$ cat src/rtl/pipe_control_unit_if.sv
// Control-unit bus: the ID-stage instruction fields and hazard inputs coming
// from the pipeline, and the decoded and pipelined control bits going back.
//   master : pipeline side (drives Opcode/Funct/RsD/RtD/RtE/BranchTakenE)
//   slave  : pipe_control_unit (drives stall/flush, stage controls, counters)
interface pipe_control_unit_if #(
  parameter int ALU_W = 3,
  parameter int REG_W = 5,
  parameter int CNT_W = 16
);
  logic [5:0]       Opcode;
  logic [5:0]       Funct;
  logic [REG_W-1:0] RsD;
  logic [REG_W-1:0] RtD;
  logic [REG_W-1:0] RtE;
  logic             BranchTakenE;
  logic             JumpD;
  logic             StallF;
  logic             StallD;
  logic             FlushD;
  logic [ALU_W-1:0] ALUControlE;
  logic             ALUMUXInSelE;
  logic             RFDSelInE;
  logic             BranchE;
  logic             RFWEM;
  logic             DMWEM;
  logic             RFWEW;
  logic             MtoRFSelW;
  logic             IllegalOp;
  logic [CNT_W-1:0] StallCnt;
  logic [CNT_W-1:0] FlushCnt;

  modport master (
    output Opcode, Funct, RsD, RtD, RtE, BranchTakenE,
    input  JumpD, StallF, StallD, FlushD, ALUControlE, ALUMUXInSelE, RFDSelInE,
           BranchE, RFWEM, DMWEM, RFWEW, MtoRFSelW, IllegalOp, StallCnt, FlushCnt
  );

  modport slave (
    input  Opcode, Funct, RsD, RtD, RtE, BranchTakenE,
    output JumpD, StallF, StallD, FlushD, ALUControlE, ALUMUXInSelE, RFDSelInE,
           BranchE, RFWEM, DMWEM, RFWEW, MtoRFSelW, IllegalOp, StallCnt, FlushCnt
  );
endinterface

$ cat src/rtl/pipe_control_unit.sv
// Pipelined control unit. Decodes Opcode/Funct in ID, carries the control
// bundle through ID/EX, EX/MEM and MEM/WB, and generates load-use stalls,
// branch/jump flushes, a sticky illegal-opcode flag and saturating
// stall/flush cycle counters.
// Ports:
//   CLK   : rising-edge clock
//   RST_N : asynchronous active-low reset, clears all state to a bubble
//   bus   : pipe_control_unit_if.slave (instruction fields in, controls out)
module pipe_control_unit #(
  parameter int ALU_W  = 3,
  parameter int REG_W  = 5,
  parameter int CNT_W  = 16,
  parameter bit HAZ_EN = 1'b1
) (
  input logic                CLK,
  input logic                RST_N,
  pipe_control_unit_if.slave bus
);
  typedef struct packed {
    logic             rfwe;
    logic             dmwe;
    logic             alusrc;
    logic             mtorf;
    logic             regdst;
    logic             branch;
    logic [ALU_W-1:0] alu;
  } ctl_t;

  typedef struct packed {
    logic rfwe;
    logic dmwe;
    logic mtorf;
  } mem_t;

  typedef struct packed {
    logic rfwe;
    logic mtorf;
  } wb_t;

  // f = {rfwe, dmwe, alusrc, mtorf, regdst, branch}
  function automatic ctl_t mk(input logic [5:0] f, input logic [2:0] alu);
    ctl_t c;
    c.rfwe   = f[5];
    c.dmwe   = f[4];
    c.alusrc = f[3];
    c.mtorf  = f[2];
    c.regdst = f[1];
    c.branch = f[0];
    c.alu    = ALU_W'(alu);
    return c;
  endfunction

  ctl_t             dec, id_ex, id_ex_d;
  mem_t             ex_mem;
  wb_t              mem_wb;
  logic             jump, illegal, load_use, br_taken;
  logic             stall_inc, flush_inc, set_ill;
  logic             illegal_op;
  logic [CNT_W-1:0] stall_cnt, flush_cnt;

  always_comb begin
    dec     = '0;
    jump    = 1'b0;
    illegal = 1'b0;
    case (bus.Opcode)
      6'h00: begin
        case (bus.Funct)
          6'h20:   dec = mk(6'b100010, 3'b000);
          6'h22:   dec = mk(6'b100010, 3'b010);
          6'h00:   dec = mk(6'b100010, 3'b101);
          6'h04:   dec = mk(6'b100010, 3'b110);
          6'h07:   dec = mk(6'b100010, 3'b111);
          default: illegal = 1'b1;
        endcase
      end
      6'h23:   dec = mk(6'b101100, 3'b000);
      6'h2B:   dec = mk(6'b011000, 3'b000);
      6'h08:   dec = mk(6'b101000, 3'b000);
      6'h04:   dec = mk(6'b000001, 3'b010);
      6'h02:   jump = 1'b1;
      default: illegal = 1'b1;
    endcase
  end

  // A load in EX whose destination feeds the ID instruction; r0 never hazards.
  assign load_use = HAZ_EN && id_ex.mtorf && id_ex.rfwe && (bus.RtE != '0) &&
                    ((bus.RtE == bus.RsD) || (bus.RtE == bus.RtD));
  assign br_taken = bus.BranchTakenE;

  // A taken branch outranks the stall: the stalled ID instruction is on the
  // wrong path anyway. A jump waiting behind a stall flushes only once it moves.
  assign stall_inc = !br_taken && load_use;
  assign flush_inc = br_taken || (!load_use && jump);
  assign set_ill   = !br_taken && !load_use && illegal;
  assign id_ex_d   = (br_taken || load_use) ? ctl_t'('0) : dec;

  always_ff @(posedge CLK or negedge RST_N) begin
    if (!RST_N) begin
      id_ex      <= '0;
      ex_mem     <= '0;
      mem_wb     <= '0;
      illegal_op <= 1'b0;
      stall_cnt  <= '0;
      flush_cnt  <= '0;
    end else begin
      id_ex      <= id_ex_d;
      ex_mem     <= '{rfwe: id_ex.rfwe, dmwe: id_ex.dmwe, mtorf: id_ex.mtorf};
      mem_wb     <= '{rfwe: ex_mem.rfwe, mtorf: ex_mem.mtorf};
      if (set_ill) illegal_op <= 1'b1;
      if (stall_inc && (stall_cnt != '1)) stall_cnt <= stall_cnt + CNT_W'(1);
      if (flush_inc && (flush_cnt != '1)) flush_cnt <= flush_cnt + CNT_W'(1);
    end
  end

  assign bus.JumpD        = jump;
  assign bus.StallF       = stall_inc;
  assign bus.StallD       = stall_inc;
  assign bus.FlushD       = flush_inc;
  assign bus.ALUControlE  = id_ex.alu;
  assign bus.ALUMUXInSelE = id_ex.alusrc;
  assign bus.RFDSelInE    = id_ex.regdst;
  assign bus.BranchE      = id_ex.branch;
  assign bus.RFWEM        = ex_mem.rfwe;
  assign bus.DMWEM        = ex_mem.dmwe;
  assign bus.RFWEW        = mem_wb.rfwe;
  assign bus.MtoRFSelW    = mem_wb.mtorf;
  assign bus.IllegalOp    = illegal_op;
  assign bus.StallCnt     = stall_cnt;
  assign bus.FlushCnt     = flush_cnt;
endmodule

$ cat src/flat_wrapper.sv
// flat-port wrapper written by rule: the top's interface ports become plain ports
module pipe_control_unit_flat 
#(
  parameter int ALU_W  = 3,
  parameter int REG_W  = 5,
  parameter int CNT_W  = 16,
  parameter bit HAZ_EN = 1'b1
)
  (CLK, RST_N, bus_Opcode, bus_Funct, bus_RsD, bus_RtD, bus_RtE, bus_BranchTakenE, bus_JumpD, bus_StallF, bus_StallD, bus_FlushD, bus_ALUControlE, bus_ALUMUXInSelE, bus_RFDSelInE, bus_BranchE, bus_RFWEM, bus_DMWEM, bus_RFWEW, bus_MtoRFSelW, bus_IllegalOp, bus_StallCnt, bus_FlushCnt);
  pipe_control_unit_if #(.ALU_W(ALU_W), .REG_W(REG_W), .CNT_W(CNT_W)) bus_i ();
  input logic CLK;
  input logic RST_N;
  input wire logic [$bits(bus_i.Opcode)-1:0] bus_Opcode;
  input wire logic [$bits(bus_i.Funct)-1:0] bus_Funct;
  input wire logic [$bits(bus_i.RsD)-1:0] bus_RsD;
  input wire logic [$bits(bus_i.RtD)-1:0] bus_RtD;
  input wire logic [$bits(bus_i.RtE)-1:0] bus_RtE;
  input wire logic [$bits(bus_i.BranchTakenE)-1:0] bus_BranchTakenE;
  output wire logic [$bits(bus_i.JumpD)-1:0] bus_JumpD;
  output wire logic [$bits(bus_i.StallF)-1:0] bus_StallF;
  output wire logic [$bits(bus_i.StallD)-1:0] bus_StallD;
  output wire logic [$bits(bus_i.FlushD)-1:0] bus_FlushD;
  output wire logic [$bits(bus_i.ALUControlE)-1:0] bus_ALUControlE;
  output wire logic [$bits(bus_i.ALUMUXInSelE)-1:0] bus_ALUMUXInSelE;
  output wire logic [$bits(bus_i.RFDSelInE)-1:0] bus_RFDSelInE;
  output wire logic [$bits(bus_i.BranchE)-1:0] bus_BranchE;
  output wire logic [$bits(bus_i.RFWEM)-1:0] bus_RFWEM;
  output wire logic [$bits(bus_i.DMWEM)-1:0] bus_DMWEM;
  output wire logic [$bits(bus_i.RFWEW)-1:0] bus_RFWEW;
  output wire logic [$bits(bus_i.MtoRFSelW)-1:0] bus_MtoRFSelW;
  output wire logic [$bits(bus_i.IllegalOp)-1:0] bus_IllegalOp;
  output wire logic [$bits(bus_i.StallCnt)-1:0] bus_StallCnt;
  output wire logic [$bits(bus_i.FlushCnt)-1:0] bus_FlushCnt;
  assign bus_i.Opcode = bus_Opcode;
  assign bus_i.Funct = bus_Funct;
  assign bus_i.RsD = bus_RsD;
  assign bus_i.RtD = bus_RtD;
  assign bus_i.RtE = bus_RtE;
  assign bus_i.BranchTakenE = bus_BranchTakenE;
  assign bus_JumpD = bus_i.JumpD;
  assign bus_StallF = bus_i.StallF;
  assign bus_StallD = bus_i.StallD;
  assign bus_FlushD = bus_i.FlushD;
  assign bus_ALUControlE = bus_i.ALUControlE;
  assign bus_ALUMUXInSelE = bus_i.ALUMUXInSelE;
  assign bus_RFDSelInE = bus_i.RFDSelInE;
  assign bus_BranchE = bus_i.BranchE;
  assign bus_RFWEM = bus_i.RFWEM;
  assign bus_DMWEM = bus_i.DMWEM;
  assign bus_RFWEW = bus_i.RFWEW;
  assign bus_MtoRFSelW = bus_i.MtoRFSelW;
  assign bus_IllegalOp = bus_i.IllegalOp;
  assign bus_StallCnt = bus_i.StallCnt;
  assign bus_FlushCnt = bus_i.FlushCnt;
  pipe_control_unit #(.ALU_W(ALU_W), .REG_W(REG_W), .CNT_W(CNT_W), .HAZ_EN(HAZ_EN)) u_core (.CLK(CLK), .RST_N(RST_N), .bus(bus_i));
endmodule
$ cat config.mk
export PLATFORM = sky130hd
export DESIGN_NAME = pipe_control_unit_flat
export DESIGN_NICKNAME = d
export VERILOG_FILES = /design/src/rtl/pipe_control_unit_if.sv /design/src/rtl/pipe_control_unit.sv /design/src/flat_wrapper.sv
export SDC_FILE = /design/constraint.sdc
export NUM_CORES = 1
export LEC_CHECK = 0
export BUFFER_PORTS_ARGS = -buffer_cell sky130_fd_sc_hd__buf_2
export CAP_MARGIN = 20
export CORE_ASPECT_RATIO = 0.9
export CORE_MARGIN = 8
export CORE_UTILIZATION = 46
export CTS_CLUSTER_DIAMETER = 150
export DETAILED_ROUTE_END_ITERATION = 8
export GPL_ROUTABILITY_DRIVEN = 0
export PLACE_DENSITY_LB_ADDON = 0.08
export RECOVER_POWER = 100
export REMOVE_ABC_BUFFERS = 1
export SKIP_CTS_REPAIR_TIMING = 1
export SYNTH_ARGS = -nofsm -noshare
export SYNTH_HDL_FRONTEND = slang
export SYNTH_SLANG_ARGS = --single-unit
$ cat constraint.sdc
create_clock -name CLK -period 1.7 [get_ports CLK]
set_input_delay 0.255 -clock CLK [delete_from_list [all_inputs] [get_ports CLK]]
set_output_delay 0.255 -clock CLK [all_outputs]
set_load 0.01 [all_outputs]
### After elaboration in Yosys (flattened, before gate mapping)

Cells that the tools add are included.

* output and inout port bits: 47
* register bits: 47
* word-level logic and storage cells: 55

* muxes and demuxes: 6
* equality and inequality tests: 13
* add/subtract/negate cells: 2
* reductions and logical operators: 19

Operators by type and width (number)
* 9-bit one-hot mux with 5 select lines: 2
* 16-bit by 1-bit adder with 16-bit output (second input constant): 2
* 16-bit != test (second input constant): 2
* 6-bit == test (second input constant): 4
* 6-bit by 3-bit == test with 1-bit output (second input constant): 3
* 6-bit zero test: 2
* 5-bit == test: 2
* 5-bit OR reduction: 2
* 1-bit logical AND: 9
* 9-bit two-way mux: 1
* 6-bit by 2-bit == test with 1-bit output (second input constant): 1
* 6-bit by 4-bit == test with 1-bit output (second input constant): 1
* 5-bit nonzero test: 1
* 1-bit logical OR: 3
* 1-bit zero test: 2
* 1-bit two-way mux: 2
* 1-bit one-hot mux with 2 select lines: 1

### Depth between registers and ports, before layout

* depth after elaboration: 7
* gate-level depth with buffers: 7

### Worst setup path after synthesis

Ideal clock, no wire load.

* kind: reg-to-reg
* from: register u_core.flush_cnt[0] (netlist: u_core.bus.FlushCnt[0])
* to: register u_core.flush_cnt[1] (netlist: u_core.bus.FlushCnt[1])
* arrival time: 1.840 ns
* cell stages (with the launch flop): 8
* data required time: 1.575 ns
* library setup time: 0.125 ns
* path slack: -0.265 ns
* clock period less this slack: 1.965 ns
* path buffers: 1
* cells stage by stage: dfrtp_1 ha_1 nand3_1 nor3_1 nand2_1 clkbuf_1 o21ai_2 mux2_2

* cells in the longest elaborated chain, start to end: 2
* elaborated cells on any way between the ends: 3
* classes of those cells: add/sub: 1; eq/ne: 1; reduce/logical: 1

RTL lines
* from (decl): RTL line pipe_control_unit.sv:59 `logic [CNT_W-1:0] stall_cnt, flush_cnt;`
* from (signal assigned): RTL line pipe_control_unit.sv:111 `if (flush_inc && (flush_cnt != '1)) flush_cnt <= flush_cnt + CNT_W'(1);`
* branches (longest 2 deep; another with 16-bit by 1-bit adder with 16-bit output)

Several ways; the timed one is not identified.
A chain may end at the register's enable or synchronous reset.

### Worst setup path in the final report

* from: input bus_RtE[0]
* to: output bus_FlushD

* cells in the longest elaborated chain, start to end: 6
* elaborated cells on any way between the ends: 9
* classes of those cells: eq/ne: 2; reduce/logical: 7

RTL lines
* from (decl): RTL line flat_wrapper.sv:17 `input wire logic [$bits(bus_i.RtE)-1:0] bus_RtE;`
* 5-bit == test / 5-bit nonzero test (equally long branches): RTL line pipe_control_unit.sv:87, pipe_control_unit.sv:86
* 1-bit logical OR / 1-bit logical AND (equally long branches): RTL line pipe_control_unit.sv:87, pipe_control_unit.sv:86
* 1-bit logical AND *: RTL line pipe_control_unit.sv:86 `assign load_use = HAZ_EN && id_ex.mtorf && id_ex.rfwe && (bus.RtE != '0) &&`
* 1-bit zero test *: RTL line pipe_control_unit.sv:93 `assign flush_inc = br_taken || (!load_use && jump);`
* 1-bit logical AND *: RTL line pipe_control_unit.sv:93
* 1-bit logical OR *: RTL line pipe_control_unit.sv:93
* to (decl): RTL line flat_wrapper.sv:22 `output wire logic [$bits(bus_i.FlushD)-1:0] bus_FlushD;`

Mark *: on every way between the ends. The rest lies on a longest branch, timed or not.

==> metrics.csv <==
stage,metric,value,unit
sta,drv_slew,0,
sta,layout_min_cycle_time,1.84,ns
setup_path,critical_path.cell_chain,buf_8 -> or3_4 -> o311a_4 -> a21oi_4 -> buf_12 -> or2_4 -> buf_6,
status,violations,negative setup slack,
grt,grt_max_degree,25,
grt,grt_usage,15.8,%
grt,grt_first_pass_wirelength,10200,µm
routing,wl_met1,2900,µm
logic_synthesis,synth_top_area_share,48.5,%
hold_path,hp-class,primary input to flip-flop,
sta,period_share,108,%
logic_synthesis,synth-compound-area-share,11.8,%
clock_network,max-clock-path-buffers,2,
placement,pre_cts_slack,-0.286,ns
logic_synthesis,synth_area_per_cell,10.4,µm²
logic_synthesis,yosysTopAreaCell,dfrtp_1,
setup_path,endpoint_kind,output port,
setup_path,required,1.44,ns
sta,max_freq,0.543,GHz
setup_path,startpoint_type,primary input,
pwr,power_density,763,nW/µm²
die,dieArea,7860,µm²
logic_synthesis,ys_types,42,
routing,routed-wl-met3,274,µm
grt,grt_pass1_vias,2249,
routing,viasPerCell,5.17,
setup_path,worst-path-max-fanout,4,
sta,setup_slack,-0.143,ns
logic_synthesis,syn-cell-area,2430,µm²
finish,nets,401,
logic_synthesis,synth-simple-area-share,20.7,%
finish,syn_to_final_growth,46.2,%
logic_synthesis,synth_edf_count,0,
placement,place_inst,417,
logic_synthesis,synth_warnings,0,
finish,antenna_cells_inserted,0,
logic_synthesis,synth-xor-area-share,11.6,%
finish,final_common_cell,dfrtp_1,
grt,gr-total-overflow,0,
sta,whs,0.192,ns
clock_network,insertion_delay,0.30,ns
clock_network,clock_sinks,47,
finish,drive_gt1_share,37.8,%
die,chipWidth,92.6,µm
pwr,power_switching,0.000818,W
pwr,seqPwrFrac,47.5,%
flow_run,drv_cap,0,
setup_path,critical_path_class,primary input to output port,
placement,portBuffers,76,
setup_path,critPathMaxStageDelay,0.39,ns
clock_network,path_clk_slew,0.08,ns
sta,max_slew_margin,60.3,%
logic_synthesis,dominantRegCellSynth,dfrtp_1,
routing,met2_wirelength,3310,µm
finish,n_fill_cell,435,
die,fp.dieH,84.9,µm
logic_synthesis,synth.area.top_cells,"dfrtp_1 (48%), xnor2_1 (7.6%), xor2_1 (4.0%)",
grt,antenna_found_initial,0,
die,num_rows,25,
routing,top_layer,met4,
routing,vias,2261,
logic_synthesis,synth_cells,233,
die,initial_core_util,47.0,%
logic_synthesis,synth_seq_area_share,48.5,%
finish,layout_common_cells,"dfrtp_1 (47), clkbuf_1 (44), buf_2 (43)",
sta,rsz0062_at_grt,yes,
routing,wire_per_inst,15.0,µm
clock_network,numCtsBuffers,5,
die,coreArea,5160,µm²
clock_network,cts_root_buf,clkbuf_8,
placement,place_hpwl,4750,µm
logic_synthesis,synthAdderAreaFrac,1.03,%
setup_path,slowest_stage,o311a_4,
pwr,switching_share,30.3,%
pwr,intPower,0.00189,W
logic_synthesis,synthMuxAreaShare,3.66,%
clock_network,ctsHtreeMaxLevel,2,
sta,setup_viol,10,
logic_synthesis,async_flop_share,100,%
logic_synthesis,synth_top_family_by_area,simple AND/OR/NAND/NOR gates,
finish,final_cells,437,
sta,worstMarginPinSlew,0.596,ns
sta,fin_skew,0.0101,ns
routing,drtAntennaViolNets,0,
pwr,p_clk_share,26.4,%
setup_path,crit_family,compound AO/OA/AOI/OAI gates,
pwr,vdd_drop_max,690,µV
die,ios,77,
pwr,combPwrFrac,26.1,%
routing,drtPass1Iterations,4,
routing,wl,6570,µm
logic_synthesis,ys_ff_latch,47,
status,status,"finished, violations left",
setup_path,worst-path-buf-inv,3,
pwr,leakagePower,1.69,nW
sta,finalHoldViolCount,0,
setup_path,worstPathArrival,1.59,ns
routing,drt_iter0_drc,68,
routing,remaining_drc_errors,0,
clock_network,cts_tree,built,
-- registers in the layout, summed over array words and instances (netlist names) --
| name | count |
|---|---|
| u_core.bus.ALUControlE | 3 |
| u_core.bus.ALUMUXInSelE | 1 |
| u_core.bus.BranchE | 1 |
| u_core.bus.DMWEM | 1 |
| u_core.bus.FlushCnt | 16 |
| u_core.bus.IllegalOp | 1 |
| u_core.bus.MtoRFSelW | 1 |
| u_core.bus.RFDSelInE | 1 |
| u_core.bus.RFWEM | 1 |
| u_core.bus.RFWEW | 1 |
| u_core.bus.StallCnt | 16 |
| u_core.ex_mem | 1 |
| u_core.id_ex | 3 |
-- power by group through the flow --
stage	clock, W	combinational, W	sequential [W]
2_1_floorplan	0	0.000237	0.00136
3_3_place_gp	0	0.000685	0.00129
3_5_place_dp	0	0.000687	0.00129
4_1_cts	0.000739	0.000690	0.00127
5_1_grt	0.000768	0.000778	0.00130
6_report	0.000714	0.000706	0.00128
-- worst register-to-register path, stage by stage, from the launching register on --
cell and delay [ns]:
dfrtp_1 0.41, and4_4 0.20, and3_4 0.18, a31oi_4 0.17, nand3_2 0.13, buf_6 0.17
buf_6 0.12, nor3_4 0.10, xor2_1 0.20
-- final timing paths --
path	start	to	slack, ns	depth (start not counted)
hold reg to reg	u_core.ex_mem[0]	u_core.bus.MtoRFSelW	0.36	0
hold / removal	bus_Opcode[3]	u_core.bus.ALUControlE[1]	0.19	2
setup / recovery	bus_RtE[0]	bus_FlushD	-0.14	7
min in group asynchronous	RST_N	u_core.bus.StallCnt[2]	0.50	2
max in group asynchronous	RST_N	u_core.bus.ALUMUXInSelE	0.23	3
setup reg to reg	u_core.bus.StallCnt[7]	u_core.bus.StallCnt[5]	-0.07	8
-- metal layers --
metal / vias to the layer above / track usage [%]
met5: - / 0
met4: 0 / 4.82
met3: 9 / 3.79
met2: 48 / 26.7
met1: 1099 / 19.3
li1: 1105 / -
-- cell type report --
class / instances / area [µm²] / area share, %
Clock buffer: 7 / 86.3 / 2.43
Clock inverter: 1 / 8.76 / 0.247
Inverter: 3 / 11.3 / 0.318
Multi-Input combinational cell: 174 / 1360 / 38.4
Sequential cell: 47 / 1180 / 33.2
Tap cell: 67 / 83.8 / 2.36
Timing Repair Buffer: 138 / 818 / 23.1
-- kinds of logic after synthesis --
| logic type | Yosys count |
|---|---|
| and+or+nand+nor | 96 |
| xor gates and xnor gates | 32 |
| DFF | 47 |
| adders and majority gates | 2 |
| muxes | 8 |
| AOI/OAI and AO/OA | 36 |
| buffers and inverters | 12 |
-- synthesized netlist by cell type (4+ instances only) --
master / count
dfrtp_1: 47
xnor2_1: 21
nand2_1: 19
nor2_1: 15
nand3_1: 13
nor3_1: 12
xor2_1: 11
and3_1: 9
a21oi_1: 7
mux2_2: 7
o211ai_1: 7
and2_1: 6
o21ai_0: 5
buf_4: 4
nand2b_1: 4
o2111ai_1: 4
-- metrics by stage --
stage / TNS (ns) / util [%] / instance area, µm² / power, W
final: -0.578 / 68.7 / 3550 / 0.00270
after global routing: -1.89 / 68.7 / 3550 / 0.00284
after detailed placement: -6.25 / 62.6 / 3230 / 0.00198
after global placement: -4.94 / 62.6 / 3230 / 0.00197
after CTS: -1.72 / 64.5 / 3330 / 0.00270
after floorplan: -3.32 / - / 2370 / 0.00160
(Power assumes the default switching activity.)
